`src/rtl/stopwatch_counter.sv`:
```
// Stopwatch timekeeper: BCD MM:SS.cc advanced by the 100 Hz divider output, sampled as data in clk_in.
// Start/stop, lap freeze and clear controls; registered display value for the digit multiplexer.
//
// state | meaning
// IDLE  | count zero, stopped
// RUN   | counting on every tick
// PAUSE | stopped, count retained
`timescale 1ns/1ps
module stopwatch_counter #(
  parameter bit ROLL_OVER = 1'b1,
  parameter int MAX_MIN   = 59
) (
  input  logic        clk_in,
  input  logic        res,
  input  logic        ena,
  input  logic        div_in,
  input  logic        start_stop,
  input  logic        lap,
  input  logic        clear,
  output logic [23:0] digits,
  output logic        running,
  output logic        lap_active,
  output logic        overflow
);

  typedef enum logic [1:0] {IDLE, RUN, PAUSE} state_t;

  localparam logic [3:0]  MAX_MT    = 4'(MAX_MIN / 10);
  localparam logic [3:0]  MAX_MU    = 4'(MAX_MIN % 10);
  localparam logic [23:0] COUNT_MAX = {MAX_MT, MAX_MU, 4'd5, 4'd9, 4'd9, 4'd9};

  state_t      state;
  state_t      state_nxt;
  logic        div_q;
  logic        ss_q;
  logic        lap_q;
  logic        clr_q;
  logic        tick;
  logic        ss_edge;
  logic        lap_edge;
  logic        clr_edge;
  logic        at_max;
  logic [23:0] count;
  logic [23:0] count_inc;
  logic [23:0] snapshot;

  assign tick     = div_in & ~div_q;
  assign ss_edge  = start_stop & ~ss_q;
  assign lap_edge = lap & ~lap_q;
  assign clr_edge = clear & ~clr_q;
  assign at_max   = (count == COUNT_MAX);

  // Nibbles, MSB first: min_t, min_u, sec_t, sec_u, cs_t, cs_u; every carry resolves in one cycle.
  always_comb begin
    count_inc = count;
    if (count[3:0] != 4'd9) begin
      count_inc[3:0] = count[3:0] + 4'd1;
    end else begin
      count_inc[3:0] = 4'd0;
      if (count[7:4] != 4'd9) begin
        count_inc[7:4] = count[7:4] + 4'd1;
      end else begin
        count_inc[7:4] = 4'd0;
        if (count[11:8] != 4'd9) begin
          count_inc[11:8] = count[11:8] + 4'd1;
        end else begin
          count_inc[11:8] = 4'd0;
          if (count[15:12] != 4'd5) begin
            count_inc[15:12] = count[15:12] + 4'd1;
          end else begin
            count_inc[15:12] = 4'd0;
            if (count[19:16] != 4'd9) begin
              count_inc[19:16] = count[19:16] + 4'd1;
            end else begin
              count_inc[19:16] = 4'd0;
              count_inc[23:20] = count[23:20] + 4'd1;
            end
          end
        end
      end
    end
  end

  // Saturation and start_stop both act on the pre-transition state.
  always_comb begin
    state_nxt = state;
    if (!ROLL_OVER && state == RUN && tick && at_max) begin
      state_nxt = PAUSE;
    end
    if (ss_edge) begin
      case (state)
        IDLE:    state_nxt = RUN;
        RUN:     state_nxt = PAUSE;
        PAUSE:   state_nxt = RUN;
        default: state_nxt = IDLE;
      endcase
    end
  end

  always_ff @(posedge clk_in) begin
    if (res) begin
      div_q      <= 1'b0;
      ss_q       <= 1'b0;
      lap_q      <= 1'b0;
      clr_q      <= 1'b0;
      state      <= IDLE;
      running    <= 1'b0;
      count      <= '0;
      snapshot   <= '0;
      digits     <= '0;
      lap_active <= 1'b0;
      overflow   <= 1'b0;
    end else begin
      div_q  <= div_in;
      ss_q   <= start_stop;
      lap_q  <= lap;
      clr_q  <= clear;
      digits <= lap_active ? snapshot : count;
      if (clr_edge) begin
        state      <= IDLE;
        running    <= 1'b0;
        count      <= '0;
        lap_active <= 1'b0;
        overflow   <= 1'b0;
      end else if (ena) begin
        state   <= state_nxt;
        running <= (state_nxt == RUN);
        if (state == RUN && tick) begin
          if (!at_max) begin
            count <= count_inc;
          end else begin
            overflow <= 1'b1;
            if (ROLL_OVER) begin
              count <= '0;
            end
          end
        end
        // Snapshot takes the pre-increment count when a tick lands in the same cycle.
        if (lap_edge && state != IDLE) begin
          lap_active <= ~lap_active;
          if (!lap_active) begin
            snapshot <= count;
          end
        end
      end
    end
  end

endmodule

```
`config.mk`:
```
export PLATFORM = sky130hd
export DESIGN_NAME = stopwatch_counter
export DESIGN_NICKNAME = d
export VERILOG_FILES = /design/src/rtl/stopwatch_counter.sv
export SDC_FILE = /design/constraint.sdc
export NUM_CORES = 1
export LEC_CHECK = 0
export ABC_CLOCK_PERIOD_IN_PS = 2600
export CORE_MARGIN = 1
export CORE_UTILIZATION = 39
export CTS_BUF_LIST = sky130_fd_sc_hd__clkbuf_8
export DETAILED_ROUTE_END_ITERATION = 10
export SETUP_SLACK_MARGIN = 0.1
export SYNTH_ARGS = -nofsm -noshare
export SYNTH_HDL_FRONTEND = slang
export SYNTH_SLANG_ARGS = --single-unit
```
`constraint.sdc`:
```
create_clock -name clk_in -period 2.6 [get_ports clk_in]
set_clock_uncertainty 0.2 [all_clocks]
set_input_delay 0.52 -clock clk_in [delete_from_list [all_inputs] [get_ports clk_in]]
set_output_delay 0.52 -clock clk_in [all_outputs]
set_load 0.01 [all_outputs]
```
### After elaboration in Yosys (flattened, before gate mapping)

Index checks and enable logic that the tools add are counted.

| word-level totals | value |
|---|---|
| register bits after elaboration | 81 |
| input bits | 7 |
| output and inout bits | 27 |
| logic and storage cells | 75 |

| cells by class | value |
|---|---|
| add/sub/neg operators | 6 |
| eq/ne operators | 14 |
| multiplexer cells | 14 |
| bitwise operators | 10 |
| reductions and logical operators | 15 |

Operator list:

| cell | count |
|---|---|
| $mux 24 | 2 |
| $add 4x1->4 const B | 6 |
| $eq 24x23->1 const B | 1 |
| $mux 4 | 6 |
| $mux 20 | 1 |
| $mux 16 | 1 |
| $ne 4x4->1 const B | 4 |
| $mux 12 | 1 |
| $ne 2x2->1 const B | 5 |
| $reduce_and 3->1 | 3 |
| $mux 8 | 1 |
| $reduce_and 7->1 | 1 |
| $not 1->1 | 6 |
| $reduce_and 6->1 | 1 |
| $reduce_and 5->1 | 1 |
| $and 1x1->1 | 4 |
| $eq 2x1->1 const B | 2 |
| $ne 4x3->1 const B | 1 |
| $pmux 2 s2 | 1 |
| $reduce_and 2->1 | 2 |
| $reduce_and 4->1 | 1 |
| $reduce_or 2->1 | 2 |
| $eq 2x2->1 const B | 1 |
| $logic_and 1x1->1 | 2 |
| other kinds (3) | 3 |

### Depth between registers and ports, before layout

Gate-level depths: netlist of run 1.

| logic depth | value |
|---|---|
| depth in word-level cells | 7 |
| gate-level depth with buffers | 9 |
| depth with buffers taken out | 6 |

### Least setup slack after synthesis of run 1

OpenSTA, ideal clock, no wires.

| path | value |
|---|---|
| kind | register -> register |
| from | reg count[8] |
| to | reg count[20] |
| library setup time | 0.070 ns |
| arrival time | 1.736 ns |
| data required time | 2.330 ns |
| slack | 0.594 ns |
| cell stages (with the launch flop) | 6 |
| buffers on the path | 0 |
| clock period less this slack | 2.006 ns |
| cells stage by stage | dfxtp_1 > ha_1 > nand3b_4 > or3_1 > or4_1 > a21oi_1 |

| on the way | value |
|---|---|
| word-level cells in the longest chain between the ends | 3 |
| elaborated cells on any way between the ends | 9 |
| those cells by class | eq/ne: 7; mux: 1; reduce/logical: 1 |

Ends and longest elaborated chain:

| what | RTL line | source |
|---|---|---|
| start: declaration | 43 | `logic [23:0] count;` |
| start signal: assignment | 130 | `count <= count_inc;` |
| $eq 24x23->1 or $ne 4x4->1 (tied branches) | 51, 64 |  |
| $ne 2x2->1 (no source line) | n/a |  |
| $reduce_and 7->1 (no source line) | n/a |  |

Parallel ways exist; a longest one is shown, timed or not.
A chain may end at the register's enable or synchronous reset.

### Final worst setup path of run 1

| path | value |
|---|---|
| from | reg count[0] |
| to | reg count[17] |

| on the way | value |
|---|---|
| word-level cells in the longest chain between the ends | 3 |
| elaborated cells on any way between the ends | 8 |
| those cells by class | eq/ne: 6; mux: 1; reduce/logical: 1 |

Ends and longest elaborated chain:

| what | RTL line |
|---|---|
| $eq 24x23->1 or $ne 4x4->1 (tied branches) | 51, 56 |
| $ne 2x2->1 (no source line) | n/a |
| $reduce_and 6->1 (no source line) | n/a |

Parallel ways exist; a longest one is shown, timed or not.

==> results.tsv, run 1 <==
metric	value	unit
FP Rows	33	
Slew @ Worst Pin	0.456	ns
Final WS setup	0.365	ns
CTS Hold Bufs	0	
# Post-CTS Setup Buffers	0	
Critical Path End Type	flip-flop	
Syn-to-layout area delta	18.3	%
TritonCTS clock tree	built	
share of layout cells above drive strength 1	0.112	
TNS Setup	0	ns
Max Fclk	447	MHz
count leader, synth	dfxtp_1	
Max VDD drop	0.258	mV
Design Area, Final	4060	sq um
Syn. warnings	0	
list of most frequent post-synthesis cells	dfxtp_1, nor2_1, mux2i_1	
pre-CTS WS	0.100	ns
Final Critical Period	2.23	ns
Max Cap Viol	0	
#FFs+latches synth	81	
Chip Height	95.8	um
DPL Wire Length	4420	um
reg2reg path depth	5	
# diodes	0	
fin crit share	0.860	
die width	95.8	um
Compound-Gate Fraction of Synth Area	0.0623	
clock sinks	81	
GPL Wtd Cong	0.774	
# nets final	408	
synthesized-area fraction occupied by xor and xnor cells	0.0102	
CP Max Fanout	16	
Placed Instance Area	3880	sq um
Critical Path RT	2.69	ns
Syn Inst Count	350	
CTS buffer count	9	
gr usage total	0.159	
clock latency on the worst-skew pair	0.36	ns
DRC violations left	0	
largest net degree at the start of global routing	41	
# setup viols final	0	
final slew viol count	0	
post-synthesis sequential area ratio	0.472	
vias per std cell	5.00	
Synth area leaders	dfxtp_1, mux2i_1, nor2_1, ha_1, a21oi_1	
Main synth FF type	dfxtp_1	
Total Wirelength	6410	um
# fillers	802	
port bufs	33	
H-tree levels	3	
status	completed	
WP data arrival	2.32	ns
share of the synthesized area in the top cell type	0.472	
leakage power total	1.41	nW
clk root buf	clkbuf_8	
gr ovfl total	0	
Final Hold Viols	0	
class of the tightest hold or removal check	reg -> reg	
Rel. slew slack	0.693	
# IOs	34	
pwr/cell area	531	nW/um^2
initial antenna violation count	0	
Starting Density	0.410	
Resized Gates After CTS	0	
hold path depth	2	
Post-Syn Area per Cell	9.81	sq um
CTS max path bufs	2	
Vias	2495	
CTS clk-pin slew, worst paths	0.08	ns
count of different cell masters after synthesis	47	
DRT Pass-1 Iters	4	
Synth Cell Area	3430	sq um
Iter 0 DRT Violations	88	
WL per Instance	12.9	um
global-route wire length before repair	11000	um
mux cell area share after synthesis	0.161	
RSZ-0062 raised after global routing	false	
vias in the first global route	2361	
Die Area	9190	sq um
fin util	0.485	
post-synthesis adder-cell area fraction	0.0437	
Synth area leader	dfxtp_1	
syn_nets	369	
startpoint types	flip-flop	
Core ar.	8380	sq um
FFs w/ async S/R, synth	0	
Simple-Gate Fraction of Synth Area	0.209	
Antenna Violating Nets Remaining	0	
largest family of logic cells by synthesized area	simple AND/OR/NAND/NOR gates	
number of synthesized flops with an enable pin	0	
critical path type	reg -> reg	
critical path, cell delays in order, from the launching register on:
cell and delay, ns:
dfxtp_1 0.46, ha_1 0.20, and3b_1 0.34, nand4_4 0.25
or4_1 0.56, a21oi_1 0.15
final cells by class:
cell class                      instances  area (sq um)  share of cell area
Multi-Input combinational cell        242          1670               0.411
Sequential cell                        81          1620               0.399
Timing Repair Buffer                   47           430               0.106
Clock buffer                           11           151              0.0373
Tap cell                              105           131              0.0323
Clock inverter                          5          30.0             0.00739
Inverter                                8          30.0             0.00739
layer usage:
metal	wire (um)	vias up	GRT usage
met5	0	-	0
met4	116	0	0.0709
met3	254	10	0.0450
met2	2880	36	0.255
met1	3160	1161	0.199
li1	-	1288	-
sequential cells by signal, indices dropped and copies added (netlist names):
| signal | count |
|---|---|
| clr_q | 1 |
| overflow | 1 |
| digits | 24 |
| count | 24 |
| lap_active | 1 |
| running | 1 |
| state | 2 |
| snapshot | 24 |
| ss_q | 1 |
| lap_q | 1 |
| div_q | 1 |
where the power goes:
part           leakage, nW  internal (mW)  switching, mW
logic                0.664         0.0299         0.0434
clock network       0.0911          0.393          0.444
registers            0.653           1.24        0.00267
path summary, 6_finish.rpt:
kind	from	end	slack (ns)
max reg2reg	count[0]$_SDFFE_PP0P_	count[17]$_SDFFE_PP0P_	0.37
min	running$_SDFFE_PP0P_	running$_SDFFE_PP0P_	0.29
min reg2reg	running$_SDFFE_PP0P_	running$_SDFFE_PP0P_	0.29
max	count[0]$_SDFFE_PP0P_	count[17]$_SDFFE_PP0P_	0.37
placed cells by master (no fill, tap or decap), types with 2 or more instances in the layout:
cell / Yosys / routed
dfxtp_1: 81 / 81
nor2_1: 66 / 66
mux2i_1: 54 / 54
clkdlybuf4s50_1: 0 / 32
a21oi_1: 14 / 14
buf_4: 1 / 14
ha_1: 12 / 12
nand2_1: 11 / 11
o21ai_0: 11 / 11
clkbuf_8: 2 / 11
nand3_1: 9 / 9
inv_1: 8 / 8
or3_1: 7 / 7
nand3b_1: 6 / 6
nor3_1: 6 / 6
nor2b_1: 5 / 5
or4_1: 4 / 4
or2_2: 3 / 3
or3_2: 3 / 3
clkinv_2: 0 / 3
o211ai_1: 2 / 2
xor2_1: 2 / 2
nand2b_1: 2 / 2
a211oi_1: 2 / 2
xnor2_1: 2 / 2
a311oi_1: 2 / 2
clkinvlp_4: 0 / 2
stage by stage:
stage	power, mW	std cells	hold WS, ns
after CTS	2.19	499	0.298
after global routing	2.25	499	0.320
after floorplan	1.32	350	0.250
after global placement	1.35	483	0.271
after detailed placement	1.35	483	0.278
final	2.16	499	0.292
logic make-up (layout without fill, tap and decap cells):
logic type               after synthesis  in the layout
buffers and inverters                 27             71
multiplexers                          55             55
AND/OR/NAND/NOR                      135            135
AO/OA/AOI/OAI                         36             36
flip-flops                            81             81
XOR/XNOR                               4              4
adder cells (fa/ha/maj)               12             12
No activity file was read; power rests on OpenSTA's default activity.
==> run 2, diff against run 1 <==
CORE_MARGIN = default   (was 1)
==> results of run 2 <==
Same layout as run 1: the final DEF is identical, and so are final timing and power.
==> run 3, diff against run 2 <==
ABC_AREA = 1   (was default)
CORE_MARGIN = 4   (was default)
==> run 3 against run 2 <==
Effect of this change:
- sequential power hardly changed
- synthesized cell count grew 37%
- fmax increased by 14%
- via count rose by 20%
- critical endpoint is now lap_active
- sequential share of layout area decreased by 2.4 points
- utilization increased by 0.12 points
- first-iteration DRC count up 18%
==> results.tsv, run 3 <==
metric	value	unit
status	completed	
hold path start	snapshot[18]$_SDFFE_PP0P_	
CTS Hold Bufs	0	
CTS buffer count	9	
syn_nets	498	
CTS max path bufs	2	
GPL Wtd Cong	0.816	
RR Endpoint	count[22]$_SDFFE_PP0P_	
final slew viol count	0	
clock latency on the worst-skew pair	0.35	ns
WP data arrival	1.24	ns
hold path depth	2	
startpoint types	flip-flop	
Total Wirelength	7280	um
crit path cell chain	clkdlybuf4s50_1	
Antenna Violating Nets Remaining	0	
Synth Cell Area	3640	sq um
DRT Pass-1 Iters	4	
DRC violations left	0	
die width	105	um
gr usage total	0.141	
number of synthesized flops with an enable pin	0	
Vias	2989	
count leader, synth	dfxtp_1	
Syn. warnings	0	
# IOs	34	
Worst Setup SP	lap_active$_SDFFE_PP0P_	
Resized Gates After CTS	0	
DPL Wire Length	5120	um
Design Area, Final	4320	sq um
count of different cell masters after synthesis	29	
Max Fclk	510	MHz
CTS clk-pin slew, worst paths	0.08	ns
vias per std cell	4.75	
FFs w/ async S/R, synth	0	
Max VDD drop	0.306	mV
FP Rows	34	
clk root buf	clkbuf_8	
Chip Height	105	um
share of the synthesized area in the top cell type	0.445	
# Post-CTS Setup Buffers	0	
# nets final	535	
Synth area leader	dfxtp_1	
Core ar.	8890	sq um
Multi-input gate area	1630	sq um
Main synth FF type	dfxtp_1	
WL per Instance	11.6	um
Syn Inst Count	479	
post-synthesis sequential area ratio	0.445	
Final Hold Viols	0	
# setup viols final	0	
fin crit share	0.753	
global-route wire length before repair	12800	um
RSZ-0062 raised after global routing	false	
share of layout cells above drive strength 1	0.0979	
TritonCTS clock tree	built	
Final Critical Period	1.96	ns
Worst path slowest cell	clkdlybuf4s50_1	
Post-Syn Area per Cell	7.60	sq um
# diodes	0	
Critical Path RT	1.88	ns
vias in the first global route	2875	
Die Area	10900	sq um
gr ovfl total	0	
most common cell after layout, fill and taps aside	dfxtp_1	
top flop regs	count (24), digits (24), snapshot (24)	
class of the tightest hold or removal check	reg -> reg	
WHS Endpoint	snapshot[18]$_SDFFE_PP0P_	
Critical Path Max Stage Delay	0.56	ns
Starting Density	0.410	
pwr/cell area	563	nW/um^2
Iter 0 DRT Violations	104	
TNS Setup	0	ns
setup slack, reg-to-reg	0.75	ns
Max Cap Viol	0	
CP Max Fanout	2	
Placed Instance Area	4090	sq um
leakage power total	1.57	nW
CP Buf/Inv Count	1	
reg2reg start	count[12]$_SDFFE_PP0P_	
reg2reg path depth	10	
FF+latch area	1620	sq um
most frequent cells in the layout	dfxtp_1, nand2_1, inv_1	
Syn-to-layout area delta	18.7	%
Critical Path End Type	output pin	
Slew @ Worst Pin	0.496	ns
#FFs+latches synth	81	
critical path type	reg -> out	
Top delay family on crit path	buffers and inverters	
list of most frequent post-synthesis cells	dfxtp_1, nand2_1, inv_1	
Rel. slew slack	0.670	
initial antenna violation count	0	
clock sinks	81	
# fillers	892	
Synth area leaders	dfxtp_1, nand2_1, inv_1, a21oi_1, nor2_1	
largest net degree at the start of global routing	50	
H-tree levels	3	
port bufs	33	
run 3: cell count changes after synthesis, moves of 6 or more:
cell	delta
nor2_1	-12
inv_1	+66
o21a_1	+25
nand2_1	+68
nand3b_1	-6
a21oi_1	+27
nand3_1	+9
nor2_2	+7
or3_1	-7
mux2i_1	-54
o21ai_0	+20
run 3: kinds of logic (layout without fill, tap and decap cells):
group / Yosys count / in the layout / synth area share
compound gates: 102 / 102 / 0.161
fa+ha+maj: 12 / 12 / 0.0412
buf+inv: 95 / 137 / 0.106
xor+xnor: 9 / 9 / 0.0217
simple gates: 180 / 180 / 0.225
flops: 81 / 81 / 0.445
run 3: worst max path at each step:
stage,depth (start not counted),endpoint
3_5_place_dp,7,snapshot[2]$_SDFFE_PP0P_
5_1_grt,7,snapshot[2]$_SDFFE_PP0P_
6_report,1,lap_active
3_3_place_gp,10,count[22]$_SDFFE_PP0P_
2_1_floorplan,9,count[20]$_SDFFE_PP0P_
4_1_cts,1,lap_active
run 3: metal layers:
metal	share of wire	global-route usage	vias up	wire length, um
met4	0.024	0.0675	0	176
met2	0.45	0.231	39	3290
li1	-	-	1586	-
met3	0.035	0.0308	13	253
met1	0.49	0.177	1351	3560
met5	0	0	-	0
run 3: per-stage QoR:
step | std cells | utilization | hold slack [ns] | worst slack [ns] | power (mW)
3_3_place_gp | 613 | 0.460 | 0.237 | 0.357 | 1.41
4_1_cts | 629 | 0.486 | 0.255 | 0.621 | 2.46
2_1_floorplan | 479 | - | 0.229 | 0.978 | 1.37
3_5_place_dp | 613 | 0.460 | 0.243 | 0.312 | 1.42
5_1_grt | 629 | 0.486 | 0.273 | 0.540 | 2.52
6_report | 629 | 0.486 | 0.251 | 0.641 | 2.43
run 3: where the power goes:
group	leakage, nW	internal, mW	switching, mW
combinational	0.807	0.0475	0.0741
clock	0.113	0.590	0.458
sequential	0.654	1.26	0.00691
run 3: layout make-up:
cell class	instances	share of cell area
Multi-Input combinational cell	303	0.378
Sequential cell	81	0.375
Timing Repair Buffer	43	0.0938
Inverter	78	0.0681
Clock buffer	11	0.0350
Tap cell	108	0.0313
Clock inverter	5	0.0182
